## config.mk

```make
export PLATFORM = sky130hd
export DESIGN_NAME = memshare_rr_arbiter
export DESIGN_NICKNAME = d
export VERILOG_FILES = /design/src/rtl/memshare_rr_arbiter.sv
export SDC_FILE = /design/constraint.sdc
export NUM_CORES = 1
export LEC_CHECK = 0
export CAP_MARGIN = 20
export CORE_MARGIN = 2
export CORE_UTILIZATION = 47
export DETAILED_ROUTE_END_ITERATION = 7
export PLACE_DENSITY = 0.75
export SYNTH_ARGS = -nofsm -noshare
export SYNTH_HDL_FRONTEND = slang
export SYNTH_SLANG_ARGS = --single-unit
```

## constraint.sdc

```tcl
create_clock -name sys_clk -period 3.04 [get_ports sys_clk]
set_clock_uncertainty 0.15 [all_clocks]
set_input_delay 0.608 -clock sys_clk [delete_from_list [all_inputs] [get_ports sys_clk]]
set_output_delay 0.608 -clock sys_clk [all_outputs]
set_load 0.01 [all_outputs]
```

## src/rtl/memshare_rr_arbiter.sv

```systemverilog
// Round-robin grant arbiter for requesters that share one memory group.
// Requests are posted into a pending register. Each cycle with the memory
// port available, up to COL_PARALLELISM pending requesters are granted,
// scanning upward from a rotating pointer. All outputs are registered.
module memshare_rr_arbiter #(
    parameter int SHARED_GROUP_SIZE = 4,
    parameter int COL_PARALLELISM   = 1
) (
    input  logic                                   sys_clk,
    input  logic                                   rst,
    input  logic [SHARED_GROUP_SIZE-1:0]           rqst_in,
    input  logic                                   grant_en,
    output logic [SHARED_GROUP_SIZE-1:0]           grant_out,
    output logic                                   grant_vld,
    output logic [$clog2(SHARED_GROUP_SIZE+1)-1:0] grant_cnt,
    output logic [SHARED_GROUP_SIZE-1:0]           pending_out,
    output logic                                   round_done
);

    localparam int N     = SHARED_GROUP_SIZE;
    localparam int P     = COL_PARALLELISM;
    localparam int PTR_W = $clog2(N);
    localparam int CNT_W = $clog2(N + 1);

    logic [N-1:0]     pending;
    logic [N-1:0]     pending_next;
    logic [PTR_W-1:0] ptr;
    logic [PTR_W-1:0] ptr_next;
    logic [N-1:0]     sel;
    logic [PTR_W-1:0] last_idx;
    logic [PTR_W-1:0] scan_idx;
    logic             round_done_next;
    int               sel_num;
    int               scan_sum;

    // Walk the requesters in rotating order from ptr and pick the first P that are pending.
    always_comb begin
        sel      = '0;
        sel_num  = 0;
        last_idx = ptr;
        scan_sum = 0;
        scan_idx = '0;
        if (grant_en && (pending != '0)) begin
            for (int k = 0; k < N; k++) begin
                scan_sum = int'(ptr) + k;
                if (scan_sum >= N) begin
                    scan_sum = scan_sum - N;
                end
                scan_idx = PTR_W'(scan_sum);
                if (pending[scan_idx] && (sel_num < P)) begin
                    sel[scan_idx] = 1'b1;
                    sel_num       = sel_num + 1;
                    last_idx      = scan_idx;
                end
            end
        end
    end

    // Retire granted bits, absorb new requests, and move ptr just past the last grant.
    always_comb begin
        pending_next    = (pending & ~sel) | rqst_in;
        ptr_next        = ptr;
        round_done_next = 1'b0;
        if (sel != '0) begin
            if (last_idx == PTR_W'(N - 1)) begin
                ptr_next = '0;
            end else begin
                ptr_next = last_idx + PTR_W'(1);
            end
            round_done_next = (pending != '0) && (pending_next == '0);
        end
    end

    // State and registered grant outputs; reset clears everything at once.
    always_ff @(posedge sys_clk or posedge rst) begin
        if (rst) begin
            pending    <= '0;
            ptr        <= '0;
            grant_out  <= '0;
            grant_vld  <= 1'b0;
            grant_cnt  <= '0;
            round_done <= 1'b0;
        end else begin
            pending    <= pending_next;
            ptr        <= ptr_next;
            grant_out  <= sel;
            grant_vld  <= (sel != '0);
            grant_cnt  <= CNT_W'(sel_num);
            round_done <= round_done_next;
        end
    end

    assign pending_out = pending;

endmodule
```

==> results of run 1 <==
==> worst paths after layout <==
kind,endpoint,cells after the start,startpoint,slack (ps)
max in group asynchronous,pending_out[2]$_DFF_PP0_,2,rst,1880
worst max register to register,ptr[0]$_DFFE_PP0P_,8,ptr[0]$_DFFE_PP0P_,210
worst min-delay path,grant_cnt[2]$_DFF_PP0_,2,rst,500
min in group sys_clk,pending_out[1]$_DFF_PP0_,2,pending_out[1]$_DFF_PP0_,560
worst max-delay path,ptr[0]$_DFFE_PP0P_,8,ptr[0]$_DFFE_PP0P_,210
worst min register to register,pending_out[1]$_DFF_PP0_,2,pending_out[1]$_DFF_PP0_,560
==> metrics by stage <==
step	setup WS (ps)	total power [W]
after floorplan	1.77	0.000925
after global placement	167	0.00113
after detailed placement	183	0.00115
after CTS	205	0.00127
after global routing	64.0	0.00137
final	207	0.00126
==> synth_stat cells (all sizes together) (3+ instances only) <==
| master | instances |
|---|---|
| nand2 | 7 |
| o211ai | 4 |
| and2 | 4 |
| o21ai | 6 |
| nor3b | 5 |
| inv | 14 |
| dfrtp | 15 |
| o21bai | 4 |
| nor2 | 4 |
| buf | 3 |
| nand3 | 4 |
| mux4 | 3 |
| ha | 8 |
| a21oi | 4 |
==> cells in the final DEF, fill, tap and decap left out, drive strengths merged, types with 3 or more instances in the layout <==
cell type      instances
a21oi                  4
and2                   4
buf                    4
clkbuf                 3
clkdlybuf4s50         19
dfrtp                 15
ha                     8
inv                   14
mux4                   3
nand2                  7
nand3                  4
nor2                   4
nor3b                  5
o211ai                 4
o21ai                  6
o21bai                 4
==> critical path: stages (launching register included) <==
cell,delay [ps]
dfrtp_1,350
inv_1,110
ha_4,300
mux4_2,610
and2_1,200
o21ai_1,150
o211ai_2,170
nor4_4,320
mux2_1,350
==> layout make-up <==
type,instances,area [um2]
Fill cell,203,847
Multi-Input combinational cell,74,694
Sequential cell,15,375
Timing Repair Buffer,23,220
Inverter,14,52.6
Tap cell,28,35.0
Clock buffer,3,22.5
Clock inverter,1,7.51
==> power by group <==
| part | switching [W] | internal, W |
|---|---|---|
| Sequential | 0.0000578 | 0.000261 |
| Combinational | 0.000433 | 0.000396 |
| Clock | 0.0000668 | 0.0000500 |
| Total | 0.000557 | 0.000707 |
==> registers in the layout, indices dropped and copies added, names as in the netlist <==
name	flops
pending_out	4
ptr	2
grant_out	4
round_done	1
grant_vld	1
grant_cnt	3
==> logic make-up (layout without fill, tap and decap cells) <==
family / count (synthesis) / count (layout) / share of synthesized area
simple gates: 29 / 29 / 0.175
compound gates: 27 / 27 / 0.216
buf+inv: 19 / 41 / 0.0831
flops: 15 / 15 / 0.328
fa+ha+maj: 8 / 8 / 0.0874
mux: 7 / 7 / 0.0995
other cells: 1 / 2 / 0.00328
xor+xnor: 1 / 1 / 0.00765
==> layer usage <==
metal  global-route usage  vias up  part of all wire
met5                    0        -                 0
met4               0.0726        0            0.0047
met3               0.0282        2             0.035
met2                0.317       19              0.52
met1                0.236      391              0.44
li1                     -      420                 -
==> summary.txt, run 1 <==
Timing
  – Final Slew Violations: 0
  – Worst slew margin: 0.645
  – Fmax: about 0.35 GHz
  – TNS Setup: 0 ps
  – Worst-Margin Slew: 532 ps
  – Final setup viols: 0
  – RSZ-0062 raised after global routing: no
  – Final period utilization: 0.932
  – Fin Hold WS: 502 ps
  – Fin crit period: about 2800 ps
  – Final hold violations: 0

Routing
  – Antenna Violating Nets Remaining: 0
  – Initial DRC Count: 8
  – DR pass1 iterations: 4
  – Drt via density: around 5.3
  – DRT Wirelength: 2340 um
  – # DRC: 0
  – Via count: 832
  – Drt wl/cell: 14.8 um

Logic synthesis
  – Post-synth top area share: 0.328
  – Ranking of synthesized cells by area: dfrtp_1 33%, ha_1 8.7%, inv_1 4.6%
  – Syn_area_per_cell: around 11 um2
  – Post-synthesis sequential area ratio: 0.328
  – Yosys reg bits: 15
  – Cell Area, Synth: 1140 um2
  – Ys flop type: dfrtp_1
  – Ys Warns: 0
  – Synth cell types: 41
  – Post-synth ARST share: 1.00
  – Synth area leader: dfrtp_1
  – Post-synth EDFFs: 0
  – Cell count after synthesis: 107

Die
  – Chip height: 53.4 um
  – Die Width: approximately 53 um
  – DIE AREA: between 2000 and 3000 um2
  – Core Box Area: 2250 um2
  – # rows: 17
  – IO Count: 20
  – Initial Utilization: 0.508

GRT
  – Vias in the first global route: 843
  – Gr ovfl total: 0
  – First-pass GRT wire length: 3810 um
  – GRT Total Usage: 0.187
  – Initial antenna violation count: 0
  – Pin count of the biggest net entering global routing: 19

Power and ir drop
  – Leak: 0.628 nW
  – Power per standard cell area: 898 nW/um2
  – Worst VDD drop: 0.000596 V

Clock network
  – CTS Root Cell: clkbuf_4
  – Number of setup buffers added after CTS: 0
  – CTS max path bufs: 2
  – CTS Buf Count: 3
  – Latest clock arrival within the worst-skew pair: 290 ps
  – Post-CTS sizing: 0
  – H-tree depth: 1
  – TritonCTS clock tree: built
  – Sink Count: 15
  – Hold-fix buffers, CTS: 0
  – Clock slew at the register clock pins of the worst setup and hold paths: ~100 ps

Critical path
  – CP Class: reg -> reg
  – Critical Path RT: 3070 ps
  – Critical path endpoint category: flip-flop
  – Worst path arrival time: 2860 ps
  – Crit-path max FO: 10
  – CP startpoint kind: flip-flop

Worst hold path
  – Hold Path Class: in -> async

Place
  – Cells after DPL: roughly 150
  – Dpl hpwl: around 1800 um
  – PortBufs: 19
  – Routability cong.: 0.817
  – Area post-placement: approximately 1400 um2

Status
  – Outcome: finished, final reports clean

Cells and area
  – Antenna cells: 0
  – Area growth syn-to-layout: 23.0%
  – Non-filler cells, final: 158
  – Fraction of layout cells with a size suffix above 1: 0.208
  – Finished Core Util: 0.624
  – Total Nets Final: 146
  – Post-route cell area: 1410 um2

Flow run
  – Number of max-cap violations: 0
Power figures use the tool's default switching activity.
==> run 2, diff against run 1 <==
--- a/config.mk
+++ b/config.mk
@@ -11,3 +11,3 @@
 export DETAILED_ROUTE_END_ITERATION = 7
-export PLACE_DENSITY = 0.75
+export PLACE_DENSITY_LB_ADDON = 0.1
 export SYNTH_ARGS = -nofsm -noshare
==> constraint.sdc (replaced) <==
create_clock -name sys_clk -period 3.04 [get_ports sys_clk]
set_clock_uncertainty 0.15 [all_clocks]
set_input_delay 0.304 -clock sys_clk [delete_from_list [all_inputs] [get_ports sys_clk]]
set_output_delay 0.304 -clock sys_clk [all_outputs]
set_load 0.01 [all_outputs]
==> summary.txt, run 2 (synthesis results as in run 1) <==
Flow run
  – Number of max-cap violations: 0 (unchanged)

Die
  – Core Box Area: 2250 um2 (unchanged)
  – IO Count: 20 (unchanged)
  – Chip height: 53.4 um (unchanged)
  – # rows: 17 (unchanged)
  – DIE AREA: 2850 um2 (unchanged)
  – Initial Utilization: 0.508 (unchanged)
  – Die Width: 53.4 um (unchanged)

Routing
  – # DRC: 0 (unchanged)
  – Via count: 873 (+4.9%)
  – DR pass1 iterations: 4 (unchanged)
  – Initial DRC Count: 15 (+7)
  – Drt via density: 5.53 (+4.9%)
  – DRT Wirelength: 2350 um (+0.38%)
  – Antenna Violating Nets Remaining: 0 (unchanged)
  – Drt wl/cell: 14.9 um (+0.38%)

Clock network
  – Sink Count: 15 (unchanged)
  – CTS Root Cell: clkbuf_4
  – Clock slew at the register clock pins of the worst setup and hold paths: 90 ps (about the same)
  – Latest clock arrival within the worst-skew pair: 290 ps (about the same)
  – Number of setup buffers added after CTS: 0 (unchanged)
  – H-tree depth: 1 (unchanged)
  – TritonCTS clock tree: built
  – CTS max path bufs: 2 (unchanged)
  – Post-CTS sizing: 0 (unchanged)
  – CTS Buf Count: 3 (unchanged)
  – Hold-fix buffers, CTS: 0 (unchanged)

GRT
  – Gr ovfl total: 0 (unchanged)
  – Global routing's busiest layer: met2
  – Initial antenna violation count: 0 (unchanged)
  – Vias in the first global route: 858 (+1.8%)
  – Pin count of the biggest net entering global routing: 19 (unchanged)
  – First-pass GRT wire length: 4020 um (+5.6%)
  – Met1 usage: 0.260 (+0.0245)
  – Met3 GRT Util: 0.0508 (+0.0226)
  – GRT Total Usage: 0.202 (+0.0149)
  – Met2 Use GR: 0.333 (+0.0165)

Timing
  – Fin crit period: 2830 ps (-7.61 ps)
  – Final hold violations: 0 (unchanged)
  – Worst slew margin: 0.641 (-0.00407)
  – Fmax: 0.354 GHz (+0.27%)
  – Final period utilization: 0.929 (-0.00250)
  – RSZ-0062 raised after global routing: no
  – Worst-Margin Slew: 538 ps (+6.10 ps)
  – Final Slew Violations: 0 (unchanged)
  – Final setup viols: 0 (unchanged)
  – Worst setup margin: 215 ps (+7.61 ps)
  – TNS Setup: 0 ps (unchanged)

Cells and area
  – Register Area: 375 um2 (unchanged)
  – Area growth syn-to-layout: 22.7%
  – Multi-input gate area: 694 um2 (unchanged)
  – Commonest cells after routing, fill and taps aside: 19 x clkdlybuf4s50_1, 15 x dfrtp_1, 14 x inv_1
  – Total Nets Final: 146 (unchanged)
  – Fill cell count: 210 (+3.4%)
  – Finished Core Util: 0.623 (-0.00111)
  – Antenna cells: 0 (unchanged)
  – Fraction of layout cells with a size suffix above 1: 0.208 (unchanged)
  – Most common cell after layout, fill and taps aside: clkdlybuf4s50_1

Critical path
  – CP startpoint kind: flip-flop
  – Reg2reg setup slack: 210 ps (about the same)
  – Worst path arrival time: 2860 ps (about the same)
  – Crit-path max FO: 10 (unchanged)
  – Reg2Reg Depth: 8 (unchanged)
  – CP Class: reg -> reg
  – Worst r2r src: ptr[0]$_DFFE_PP0P_
  – Worst reg2reg path endpoint: ptr[0]$_DFFE_PP0P_
  – Critical Path RT: 3070 ps (about the same)
  – Critical path endpoint category: flip-flop

Worst hold path
  – Hold Path Class: in -> async

Power and ir drop
  – Portion of total power attributed to combinational logic: 0.655 (about the same)
  – Worst VDD drop: 0.000650 V (+9.0%)
  – Seq pwr share: 0.256 (+0.004)
  – Int Power: 0.000704 W (-0.40%)
  – Power per standard cell area: 899 nW/um2 (+0.11%)
  – Switching power: 0.000559 W (+0.35%)
  – Leak: 0.631 nW (+0.60%)
  – Total power: 0.00126 W (about the same)
  – Net Sw Frac: 0.443 (+0.00184)
  – Clk pwr share: 0.089 (-0.003)

Place
  – Dpl hpwl: 1810 um (+0.47%)
  – PortBufs: 19 (unchanged)
  – Post-Place Worst Slack: 226 ps (+43.8 ps)
  – Routability cong.: 0.860 (+5.3%)

Status
  – Outcome: finished, final reports clean
-- run 2: how the worst max path moves through the flow --
stage                            start                 end  slack (ps)
floorplan           ptr[0]$_DFFE_PP0P_  ptr[0]$_DFFE_PP0P_           2
global placement    ptr[1]$_DFFE_PP0P_  ptr[0]$_DFFE_PP0P_         310
detailed placement  ptr[0]$_DFFE_PP0P_  ptr[0]$_DFFE_PP0P_         230
CTS                 ptr[0]$_DFFE_PP0P_  ptr[0]$_DFFE_PP0P_         210
global route        ptr[0]$_DFFE_PP0P_  ptr[1]$_DFFE_PP0P_          60
finish              ptr[0]$_DFFE_PP0P_  ptr[0]$_DFFE_PP0P_         210
-- run 2: critical path, cell delays in order (launching register included) --
cell and delay [ps]:
dfrtp_1 370, inv_1 110, ha_4 290, mux4_2 600, and2_1 200, o21ai_1 150
o211ai_2 180, nor4_4 310, mux2_1 340
-- run 2: final cells by class --
| class | instances | share of cell area |
|---|---|---|
| tap | 28 | 0.0249 |
| clock buffer | 3 | 0.0160 |
| timing repair buffer | 23 | 0.157 |
| multi-input combinational | 74 | 0.494 |
| sequential | 15 | 0.267 |
| clock inverter | 1 | 0.00356 |
| inverter | 14 | 0.0374 |
-- run 2: stage by stage --
stage               std cells  hold slack, ps  area [um2]
finish                    158             195        1410
floorplan                 108            55.5        1160
detailed placement        154             535        1380
global placement          154             524        1380
CTS                       158             211        1410
global route              158             216        1410
-- run 2: power by group through the flow --
| stage | Sequential [W] | Combinational [W] | Clock [W] |
|---|---|---|---|
| floorplan | 0.000341 | 0.000584 | 0 |
| global placement | 0.000323 | 0.000816 | 0 |
| detailed placement | 0.000326 | 0.000831 | 0 |
| CTS | 0.000323 | 0.000831 | 0.000118 |
| global route | 0.000336 | 0.000921 | 0.000132 |
| finish | 0.000323 | 0.000827 | 0.000113 |
-- run 2: metal layers --
metal,share of wire,routed length (um)
met5,0,0
met4,0.0077,18
met3,0.043,102
met2,0.49,1160
met1,0.45,1070
